## src/rtl/apb_regfile_slave_pkg.sv

```systemverilog
// apb_pkg: shared FSM state type, response codes and byte-lane merge helper.
package apb_pkg;
    typedef enum logic {IDLE, ACCESS} apb_state_e;
    localparam logic APB_OKAY = 1'b0;
    localparam logic APB_ERR  = 1'b1;
    function automatic logic [63:0] strb_merge(input logic [63:0] old_w, input logic [63:0] nw, input logic [7:0] strb);
        for (int i = 0; i < 8; i++) strb_merge[8*i +: 8] = strb[i] ? nw[8*i +: 8] : old_w[8*i +: 8];
    endfunction
endpackage

```

## src/rtl/apb_regfile_slave_if.sv

```systemverilog
// apb_regfile_slave_if: APB signal bundle with master/slave views.
interface apb_regfile_slave_if #(
    parameter int A_WIDTH = 8,
    parameter int D_WIDTH = 32
);
    logic                 p_sel;
    logic                 p_enable;
    logic                 p_write;
    logic [A_WIDTH-1:0]   p_addr;
    logic [D_WIDTH-1:0]   wr_data;
    logic [D_WIDTH/8-1:0] p_strb;
    logic [D_WIDTH-1:0]   rd_data;
    logic                 p_ready;
    logic                 p_slverr;
    modport master(output p_sel, p_enable, p_write, p_addr, wr_data, p_strb, input rd_data, p_ready, p_slverr);
    modport slave(input p_sel, p_enable, p_write, p_addr, wr_data, p_strb, output rd_data, p_ready, p_slverr);
endinterface

```

## src/rtl/apb_regfile_slave_mem.sv

```systemverilog
// apb_byte_mem: word storage with per-byte write enables and combinational read.
module apb_byte_mem import apb_pkg::*; #(
    parameter int                   D_WIDTH   = 32,
    parameter int                   DEPTH     = 16,
    parameter logic [D_WIDTH-1:0]   RESET_VAL = '0,
    localparam int                  IW        = DEPTH > 1 ? $clog2(DEPTH) : 1
) (
    input  logic                 p_clk,
    input  logic                 p_rst,
    input  logic                 we,
    input  logic [IW-1:0]        addr,
    input  logic [D_WIDTH-1:0]   wdata,
    input  logic [D_WIDTH/8-1:0] strb,
    output logic [D_WIDTH-1:0]   rdata
);
    logic [D_WIDTH-1:0] mem [DEPTH];
    assign rdata = mem[addr];
    always_ff @(posedge p_clk or posedge p_rst)
        if (p_rst) for (int i = 0; i < DEPTH; i++) mem[i] <= RESET_VAL;
        else if (we) mem[addr] <= D_WIDTH'(strb_merge(64'(mem[addr]), 64'(wdata), 8'(strb)));
endmodule

```

## src/rtl/apb_regfile_slave.sv

```systemverilog
// apb_regfile_slave: APB slave over a byte-strobed register file with
// programmable wait states and out-of-range error response.
module apb_regfile_slave import apb_pkg::*; #(
    parameter int                 A_WIDTH     = 8,
    parameter int                 D_WIDTH     = 32,
    parameter int                 DEPTH       = 16,
    parameter logic [D_WIDTH-1:0] RESET_VAL   = '0,
    parameter int                 WAIT_STATES = 0
) (
    input logic               p_clk,
    input logic               p_rst,
    apb_regfile_slave_if.slave bus
);
    localparam int IW = DEPTH > 1 ? $clog2(DEPTH) : 1;
    localparam int CW = WAIT_STATES > 0 ? $clog2(WAIT_STATES + 1) : 1;
    localparam logic [A_WIDTH:0] DEPTH_V = (A_WIDTH+1)'(DEPTH);
    apb_state_e         state, state_n;
    logic [CW-1:0]      cnt, cnt_n;
    logic               ready, ready_n, slverr, slverr_n, we;
    logic [D_WIDTH-1:0] rd_data, rd_data_n, mem_rd;
    logic               addr_err;
    assign addr_err = {1'b0, bus.p_addr} >= DEPTH_V;
    apb_byte_mem #(.D_WIDTH(D_WIDTH), .DEPTH(DEPTH), .RESET_VAL(RESET_VAL)) u_mem (
        .p_clk(p_clk), .p_rst(p_rst), .we(we), .addr(bus.p_addr[IW-1:0]),
        .wdata(bus.wr_data), .strb(bus.p_strb), .rdata(mem_rd)
    );
    always_ff @(posedge p_clk or posedge p_rst)
        if (p_rst) begin
            state   <= IDLE;
            cnt     <= '0;
            ready   <= 1'b0;
            slverr  <= APB_OKAY;
            rd_data <= RESET_VAL;
        end else begin
            state   <= state_n;
            cnt     <= cnt_n;
            ready   <= ready_n;
            slverr  <= slverr_n;
            rd_data <= rd_data_n;
        end
    // Response is loaded at the edge that raises p_ready, so it is valid for the whole ready cycle.
    always_comb begin
        state_n   = state;
        cnt_n     = cnt;
        ready_n   = ready;
        slverr_n  = slverr;
        rd_data_n = rd_data;
        we        = 1'b0;
        if (state == IDLE) begin
            if (bus.p_sel && !bus.p_enable) begin
                state_n = ACCESS;
                cnt_n   = CW'(WAIT_STATES);
                if (WAIT_STATES == 0) begin
                    ready_n   = 1'b1;
                    slverr_n  = addr_err ? APB_ERR : APB_OKAY;
                    rd_data_n = bus.p_write ? rd_data : addr_err ? '0 : mem_rd;
                end
            end
        end else if (bus.p_sel && bus.p_enable && ready) begin
            we       = bus.p_write && !addr_err;
            state_n  = IDLE;
            ready_n  = 1'b0;
            slverr_n = APB_OKAY;
        end else if (!bus.p_sel || (!bus.p_enable && !ready)) begin
            state_n  = IDLE;
            ready_n  = 1'b0;
            slverr_n = APB_OKAY;
        end else if (bus.p_enable && cnt != '0) begin
            cnt_n = cnt - CW'(1);
            if (cnt == CW'(1)) begin
                ready_n   = 1'b1;
                slverr_n  = addr_err ? APB_ERR : APB_OKAY;
                rd_data_n = bus.p_write ? rd_data : addr_err ? '0 : mem_rd;
            end
        end
    end
    assign bus.p_ready  = ready;
    assign bus.p_slverr = slverr;
    assign bus.rd_data  = rd_data;
endmodule

```

## src/flat_wrapper.sv

```systemverilog
// flat-port wrapper written by rule: the top's interface ports become plain ports
module apb_regfile_slave_flat import apb_pkg::*;
#(
    parameter int                 A_WIDTH     = 8,
    parameter int                 D_WIDTH     = 32,
    parameter int                 DEPTH       = 16,
    parameter logic [D_WIDTH-1:0] RESET_VAL   = '0,
    parameter int                 WAIT_STATES = 0
)
  (p_clk, p_rst, bus_p_sel, bus_p_enable, bus_p_write, bus_p_addr, bus_wr_data, bus_p_strb, bus_rd_data, bus_p_ready, bus_p_slverr);
  apb_regfile_slave_if #(.A_WIDTH(A_WIDTH), .D_WIDTH(D_WIDTH)) bus_i ();
  input logic p_clk;
  input logic p_rst;
  input wire logic [$bits(bus_i.p_sel)-1:0] bus_p_sel;
  input wire logic [$bits(bus_i.p_enable)-1:0] bus_p_enable;
  input wire logic [$bits(bus_i.p_write)-1:0] bus_p_write;
  input wire logic [$bits(bus_i.p_addr)-1:0] bus_p_addr;
  input wire logic [$bits(bus_i.wr_data)-1:0] bus_wr_data;
  input wire logic [$bits(bus_i.p_strb)-1:0] bus_p_strb;
  output wire logic [$bits(bus_i.rd_data)-1:0] bus_rd_data;
  output wire logic [$bits(bus_i.p_ready)-1:0] bus_p_ready;
  output wire logic [$bits(bus_i.p_slverr)-1:0] bus_p_slverr;
  assign bus_i.p_sel = bus_p_sel;
  assign bus_i.p_enable = bus_p_enable;
  assign bus_i.p_write = bus_p_write;
  assign bus_i.p_addr = bus_p_addr;
  assign bus_i.wr_data = bus_wr_data;
  assign bus_i.p_strb = bus_p_strb;
  assign bus_rd_data = bus_i.rd_data;
  assign bus_p_ready = bus_i.p_ready;
  assign bus_p_slverr = bus_i.p_slverr;
  apb_regfile_slave #(.A_WIDTH(A_WIDTH), .D_WIDTH(D_WIDTH), .DEPTH(DEPTH), .RESET_VAL(RESET_VAL), .WAIT_STATES(WAIT_STATES)) u_core (.p_clk(p_clk), .p_rst(p_rst), .bus(bus_i));
endmodule
```

## config.mk

```make
export PLATFORM = sky130hd
export DESIGN_NAME = apb_regfile_slave_flat
export DESIGN_NICKNAME = d
export VERILOG_FILES = /design/src/rtl/apb_regfile_slave_pkg.sv /design/src/rtl/apb_regfile_slave_if.sv /design/src/rtl/apb_regfile_slave_mem.sv /design/src/rtl/apb_regfile_slave.sv /design/src/flat_wrapper.sv
export SDC_FILE = /design/constraint.sdc
export NUM_CORES = 1
export LEC_CHECK = 0
export CAP_MARGIN = 25
export CORE_MARGIN = 1
export CORE_UTILIZATION = 60
export DETAILED_ROUTE_END_ITERATION = 8
export HOLD_SLACK_MARGIN = 0.15
export PLACE_DENSITY = 0.74
export SYNTH_ARGS = -nofsm -noshare
export SYNTH_HDL_FRONTEND = slang
export SYNTH_SLANG_ARGS = --single-unit
```

## constraint.sdc

```tcl
create_clock -name p_clk -period 41.8 [get_ports p_clk]
set_input_delay 10.45 -clock p_clk [delete_from_list [all_inputs] [get_ports p_clk]]
set_output_delay 10.45 -clock p_clk [all_outputs]
set_load 0.02 [all_outputs]
```

==> flow_metrics.py, run 1 <==
metrics = {
    "placement": {
        "port_buffers": 82,
        "placedCellCount": 2874,
        "place_congestion": 0.877,
        "placed_area_mm2": 0.0258,
        "pre_cts_ws_ps": 27360,
        "place_hpwl_mm": 37.9,
    },
    "synth": {
        "synth_compound_area_frac": 0.189,
        "synth_top_family_by_area": "compound AO/OA/AOI/OAI gates",
        "yosys-top-cells-area": "dfrtp_1, mux2_2, a21oi_1",
        "synth-xor-area-share": 0.000351,
        "avgSynthCellArea_um2": 10.4,
        "synth.most_common_cell": "dfrtp_1",
        "yosysTopAreaCell": "dfrtp_1",
        "ys_dominant_reg_cell": "dfrtp_1",
        "yosysWarnings": 0,
        "synth_top_area_share": 0.549,
        "synthMuxAreaShare": 0.113,
        "ys_seq_area_frac": 0.549,
        "async_flop_share": 1.00,
        "synth_enable_flop_cells": 0,
        "synth_cell_types": 53,
        "synth_common_cells": "dfrtp_1, nand2_1, a21oi_1, nor2_1, o21ai_0",
        "synth_nets": 2461,
        "synth-simple-area-share": 0.111,
        "ys_ff_latch": 548,
        "synthAdderAreaFrac": 0,
        "netlist_area_mm2": 0.0250,
        "syn-instance-count": 2412,
    },
    "drt": {
        "wl_per_cell_um": 22.3,
        "vias": 18719,
        "remaining_drc_errors": 0,
        "ant_nets": 0,
        "drtIter0Drc": 1568,
        "wl_mm": 66.5,
        "firstDrtPassIters": 7,
        "via_per_inst": 6.29,
    },
    "die": {
        "die_h_um": 206,
        "die_w_um": 206,
        "io_pins": 83,
        "core_mm2": 0.0409,
        "die_area_mm2": 0.0425,
        "placementRows": 74,
        "start_util": 0.611,
    },
    "worst_setup_path": {
        "slowest_delay_ps": 930,
        "crit_type": "in2reg",
        "crit_chain": "buf_8, buf_4, buf_4, mux2i_1, a22oi_1, a32oi_2, o31a_2, a21oi_1",
        "critPathCapture": "u_core.u_mem.mem[279]$_DFFE_PP0P_",
        "path_depth": 8,
        "worstReg2RegStart": "u_core.state$_DFF_PP0_",
        "crit_family": "buffers and inverters",
        "critPathSlowestCell": "buf_4",
        "start_kind": "primary input",
        "cp.required_ps": 42260,
        "endpoint_kind": "flop",
        "worstReg2RegEnd": "u_core.u_mem.mem[322]$_DFFE_PP0P_",
        "cp.buffers_inverters": 3,
        "reg2reg_slack_ps": 39420,
        "worstRegToRegCells": 6,
        "critPathMaxFanout": 80,
        "startpoint": "bus_p_addr[1]",
        "crit_top_cell": "buf_4",
        "worstPathArrival_ps": 14310,
    },
    "run_status": {
        "status": "complete, no violations",
    },
    "sta": {
        "finalHoldViolCount": 0,
        "fin_crit_sh": 0.331,
        "setup_viol": 0,
        "fin_tns_setup_ps": 0,
        "grt_setup_unrepaired": "no",
        "maxSlewHeadroom": 0.269,
        "clock.fmax_ghz": 0.0722,
        "slew_violations": 0,
        "setup_ws_ps": 27950,
        "tightest_slew_ps": 1090,
        "min_period_ps": 13850,
        "finClkSkew_ps": 18.1,
    },
    "clock_tree": {
        "cts_buffer_depth": 3,
        "clk_pin_slew_worst_paths_ps": 60,
        "tritoncts": "done",
        "ctsHoldBuffers": 0,
        "cts_sinks": 548,
        "postCtsSetupRepairBufs": 0,
        "numCtsBuffers": 55,
        "root_buffer": "clkbuf_16",
        "cts-resized-gates": 0,
        "h-tree-depth": 2,
        "clk_latency_ps": 620,
    },
    "pwr": {
        "ir_drop_mv": 0.0344,
        "sw_frac_of_total": 0.239,
        "power.switching_mw": 0.270,
        "p_clk_frac": 0.446,
        "cellLeakagePower_nw": 12.9,
        "p_int_mw": 0.857,
        "seq_power_share": 0.476,
        "powerDensity_mw_per_mm2": 40.6,
        "combPwrFrac": 0.078,
    },
    "grt": {
        "grt_max_degree": 205,
        "antenna_found_initial": 1,
        "grt.overflow.total": 0,
        "grt_pass1_vias": 18312,
        "grt_pass1_wl_mm": 103,
        "grt_util_all_layers": 0.319,
    },
    "layout": {
        "nNetsFinal": 2452,
        "layout-drive-gt1-share": 0.143,
        "syn_to_final_growth_pct": 11.2,
        "fin_util": 0.679,
        "regArea_mm2": 0.0137,
        "instances_no_fill": 2977,
        "final_area_mm2": 0.0278,
        "multiInputGateArea_mm2": 0.0103,
        "fill_cells": 3098,
    },
    "job": {
        "drv_cap": 0,
    },
    "hold_path": {
        "hp-class": "reg2reg",
    },
}
-- placed cells by master (no fill, tap or decap), types with 4 or more instances in the layout --
master / instances
a211oi_1: 17
a21o_1: 13
a21oi_1: 267
a22oi_1: 64
a31oi_1: 6
a32oi_2: 28
buf_4: 33
bufinv_16: 4
clkbuf_1: 12
clkbuf_16: 55
clkbuf_8: 17
clkdlybuf4s50_1: 81
clkinv_2: 6
dfrtp_1: 548
mux2_1: 6
mux2_2: 131
mux2i_1: 128
nand2_1: 267
nand2_2: 6
nand2b_1: 7
nand3_1: 27
nor2_1: 263
nor2_4: 7
nor2b_1: 9
nor3_1: 4
nor4_1: 4
o21ai_0: 227
o21ai_1: 39
o22ai_1: 63
o31a_2: 22
o31a_4: 8
or3_1: 27
-- tightest hold or removal path, cell delays in order (launching register included) --
cell and delay (ps):
dfrtp_1 340, nand2_1 40, o21ai_0 60
-- power groups by stage --
stage | Combinational [mW] | Clock (mW) | Sequential, mW
4_1_cts | 0.0861 | 0.508 | 0.536
5_1_grt | 0.0938 | 0.530 | 0.536
6_report | 0.0881 | 0.503 | 0.536
3_5_place_dp | 0.0859 | 0 | 0.546
3_3_place_gp | 0.0842 | 0 | 0.545
2_1_floorplan | 0.0557 | 0 | 0.547
-- cell type report --
cell class | count | area share
antenna | 1 | 0.0000901
inverter | 4 | 0.000856
clock buffer | 84 | 0.0596
multi-input combinational | 1674 | 0.372
timing repair buffer | 120 | 0.0428
clock inverter | 14 | 0.00676
sequential | 548 | 0.494
tap | 532 | 0.0240
-- layer usage --
layer / global-route usage / wire [µm] / up-vias / share of wire
li1: - / - / 8523 / -
met1: 0.450 / 28200 / 9305 / 0.42
met2: 0.503 / 31000 / 756 / 0.47
met3: 0.0601 / 5640 / 135 / 0.085
met4: 0.0961 / 1640 / 0 / 0.025
met5: 0 / 0 / - / 0
-- sequential cells by signal, indices dropped and copies added (netlist names) --
name	cells
u_core.u_mem.mem	512
u_core.bus.p_ready	1
u_core.cnt	1
u_core.bus.rd_data	32
u_core.state	1
u_core.bus.p_slverr	1
-- stage by stage --
| step | total power, mW | hold WS [ps] |
|---|---|---|
| after detailed placement | 0.632 | 469 |
| after floorplan | 0.603 | 449 |
| after CTS | 1.13 | 483 |
| final | 1.13 | 476 |
| after global placement | 0.630 | 460 |
| after global routing | 1.16 | 498 |
-- how the worst min path moves through the flow --
stage,end,cells after the start,startpoint,slack (ps)
floorplan,u_core.u_mem.mem[192]$_DFFE_PP0P_,2,u_core.u_mem.mem[192]$_DFFE_PP0P_,450
CTS,u_core.u_mem.mem[188]$_DFFE_PP0P_,2,u_core.u_mem.mem[188]$_DFFE_PP0P_,480
global placement,u_core.u_mem.mem[133]$_DFFE_PP0P_,2,u_core.u_mem.mem[133]$_DFFE_PP0P_,460
detailed placement,u_core.u_mem.mem[473]$_DFFE_PP0P_,2,u_core.u_mem.mem[473]$_DFFE_PP0P_,470
global route,u_core.u_mem.mem[133]$_DFFE_PP0P_,2,u_core.u_mem.mem[133]$_DFFE_PP0P_,500
finish,u_core.u_mem.mem[188]$_DFFE_PP0P_,2,u_core.u_mem.mem[188]$_DFFE_PP0P_,480
-- logic make-up (layout without fill, tap and decap cells) --
| kind of cell | count (synthesis) | after routing |
|---|---|---|
| AOI/OAI and AO/OA | 761 | 761 |
| xor gates and xnor gates | 1 | 1 |
| DFF | 548 | 548 |
| buffers and inverters | 190 | 222 |
| other | 0 | 1 |
| and+or+nand+nor | 647 | 647 |
| muxes | 265 | 265 |
(Power assumes the default switching activity.)
==> inputs of run 2 (changes only) <==
--- a/config.mk
+++ b/config.mk
@@ -7,10 +7,10 @@
 export LEC_CHECK = 0
 export CAP_MARGIN = 25
 export CORE_MARGIN = 1
-export CORE_UTILIZATION = 60
+export CORE_UTILIZATION = 56
 export DETAILED_ROUTE_END_ITERATION = 8
 export HOLD_SLACK_MARGIN = 0.15
-export PLACE_DENSITY = 0.74
+export PLACE_DENSITY = 0.73
 export SYNTH_ARGS = -nofsm -noshare
 export SYNTH_HDL_FRONTEND = slang
 export SYNTH_SLANG_ARGS = --single-unit
==> constraint.sdc (replaced) <==
create_clock -name p_clk -period 12.1 [get_ports p_clk]
set_input_delay 3.025 -clock p_clk [delete_from_list [all_inputs] [get_ports p_clk]]
set_output_delay 3.025 -clock p_clk [all_outputs]
set_load 0.02 [all_outputs]
==> flow_metrics.py, run 2 (synthesis gave the netlist of run 1 again) <==
metrics = {
    "die": {
        "io_pins": 83,
        "die_h_um": 213,
        "placementRows": 77,
        "core_mm2": 0.0441,
        "die_area_mm2": 0.0455,
        "die_w_um": 213,
        "start_util": 0.566,
    },
    "sta": {
        "tightest_slew_ps": 1190,
        "clock.fmax_ghz": 0.158,
        "slew_violations": 0,
        "finalHoldViolCount": 0,
        "grt_setup_unrepaired": "no",
        "min_period_ps": 6330,
        "maxSlewHeadroom": 0.208,
        "setup_viol": 0,
        "finClkSkew_ps": 18.5,
        "fin_tns_setup_ps": 0,
        "fin_crit_sh": 0.523,
        "setup_ws_ps": 5770,
    },
    "drt": {
        "wl_per_cell_um": 22.2,
        "wl_mm": 67.4,
        "drtIter0Drc": 1912,
        "vias": 18678,
        "ant_nets": 0,
        "firstDrtPassIters": 5,
        "via_per_inst": 6.16,
        "remaining_drc_errors": 0,
    },
    "worst_setup_path": {
        "startpoint": "bus_p_addr[1]",
        "endpoint_kind": "flop",
        "worstPathArrival_ps": 6770,
        "start_kind": "primary input",
        "critPathSlowestCell": "buf_8",
        "worstReg2RegEnd": "u_core.u_mem.mem[320]$_DFFE_PP0P_",
        "worstRegToRegCells": 6,
        "crit_chain": "buf_8, buf_4, buf_16, buf_4, mux2i_1, a22oi_1, a32oi_2, o31a_4, a21oi_1",
        "critPathMaxFanout": 120,
        "cp.required_ps": 12550,
        "crit_type": "in2reg",
        "reg2reg_slack_ps": 9530,
        "crit_top_cell": "buf_4",
        "worstReg2RegStart": "u_core.state$_DFF_PP0_",
        "slowest_delay_ps": 710,
        "critPathCapture": "u_core.u_mem.mem[276]$_DFFE_PP0P_",
    },
    "grt": {
        "grt.overflow.total": 0,
        "antenna_found_initial": 0,
        "grt_util_all_layers": 0.304,
        "grt_pass1_vias": 18292,
        "grt_pass1_wl_mm": 105,
        "grt_max_degree": 188,
    },
    "clock_tree": {
        "tritoncts": "done",
        "cts_sinks": 548,
        "numCtsBuffers": 55,
        "cts-resized-gates": 0,
        "clk_latency_ps": 610,
        "cts_buffer_depth": 3,
        "h-tree-depth": 2,
        "clk_pin_slew_worst_paths_ps": 60,
        "ctsHoldBuffers": 0,
        "root_buffer": "clkbuf_16",
        "postCtsSetupRepairBufs": 0,
    },
    "layout": {
        "final_common_cell": "dfrtp_1",
        "nNetsFinal": 2452,
        "largestRegisters": "u_core.u_mem.mem x512, u_core.bus.rd_data x32",
        "regArea_mm2": 0.0137,
        "final_area_mm2": 0.0278,
        "regMostFlops": "u_core.u_mem.mem",
        "fin_util": 0.630,
        "multiInputGateArea_mm2": 0.0103,
        "layout-drive-gt1-share": 0.142,
        "fill_cells": 3537,
        "final_cell_mix": "dfrtp_1, nand2_1, a21oi_1",
        "insertedDiodeCount": 0,
        "largest_register_ffs": 512,
        "syn_to_final_growth_pct": 11.3,
    },
    "placement": {
        "pre_cts_ws_ps": 5020,
        "place_congestion": 0.844,
        "placed_area_mm2": 0.0259,
        "place_hpwl_mm": 38.8,
        "port_buffers": 82,
    },
    "pwr": {
        "seq_power_share": 0.474,
        "p_clk_frac": 0.449,
        "ir_drop_mv": 0.112,
        "total_power_mw": 3.91,
        "sw_frac_of_total": 0.237,
        "power.switching_mw": 0.925,
        "powerDensity_mw_per_mm2": 141,
        "cellLeakagePower_nw": 12.9,
        "p_int_mw": 2.98,
        "combPwrFrac": 0.077,
    },
    "run_status": {
        "status": "complete, no violations",
    },
    "job": {
        "drv_cap": 0,
    },
    "hold_path": {
        "hp-class": "reg2reg",
    },
}
-- run 2: cell types whose count changed in the layout (fill, tap and decap cells not counted), sizes merged --
cell	previous run	this run
clkbuf	84	78
inv	6	3
bufinv	4	6
clkinv	7	9
clkinvlp	1	2
diode	1	0
-- run 2: worst max-delay path: cells and delay by family --
family / cells / cell delay [ps]
buffers and inverters: 4 / 2140
multiplexers: 1 / 280
AO/OA/AOI/OAI: 4 / 1130
-- run 2: cell type report --
cell class,count,share of cell area
clock inverter,16,0.00837
clock buffer,78,0.0581
sequential,548,0.493
multi-input combinational,1674,0.372
tap,592,0.0266
timing repair buffer,120,0.0416
inverter,4,0.000675
-- run 2: power by group through the flow --
| stage | logic, mW | clock network [mW] | registers, mW |
|---|---|---|---|
| 3_3_place_gp | 0.291 | 0 | 1.88 |
| 5_1_grt | 0.321 | 1.86 | 1.85 |
| 2_1_floorplan | 0.193 | 0 | 1.89 |
| 4_1_cts | 0.298 | 1.78 | 1.85 |
| 3_5_place_dp | 0.296 | 0 | 1.88 |
| 6_report | 0.301 | 1.76 | 1.85 |
-- run 2: how the worst min path moves through the flow --
stage	from	end	slack (ps)	depth (start not counted)
3_3_place_gp	u_core.u_mem.mem[168]$_DFFE_PP0P_	u_core.u_mem.mem[168]$_DFFE_PP0P_	460	2
6_report	u_core.u_mem.mem[170]$_DFFE_PP0P_	u_core.u_mem.mem[170]$_DFFE_PP0P_	480	2
2_1_floorplan	u_core.u_mem.mem[192]$_DFFE_PP0P_	u_core.u_mem.mem[192]$_DFFE_PP0P_	450	2
5_1_grt	u_core.u_mem.mem[451]$_DFFE_PP0P_	u_core.u_mem.mem[451]$_DFFE_PP0P_	500	2
3_5_place_dp	u_core.bus.rd_data[22]$_DFFE_PP0P_	u_core.bus.rd_data[22]$_DFFE_PP0P_	470	1
4_1_cts	u_core.bus.rd_data[22]$_DFFE_PP0P_	u_core.bus.rd_data[22]$_DFFE_PP0P_	480	1
-- run 2: metrics by stage --
stage / hold slack, ps / std cells
after floorplan: 449 / 2412
after global placement: 460 / 2937
after detailed placement: 468 / 2937
after CTS: 481 / 3031
after global routing: 497 / 3032
final: 476 / 3032
-- run 2: per-layer routing --
layer  wire, µm  global-route usage  vias to the layer above  part of all wire
met1      29500               0.431                     9358              0.44
met5          0                   0                        -                 0
met3       4120              0.0454                      151             0.061
met4       2360               0.115                        0             0.035
li1           -                   -                     8517                 -
met2      31400               0.475                      652              0.47
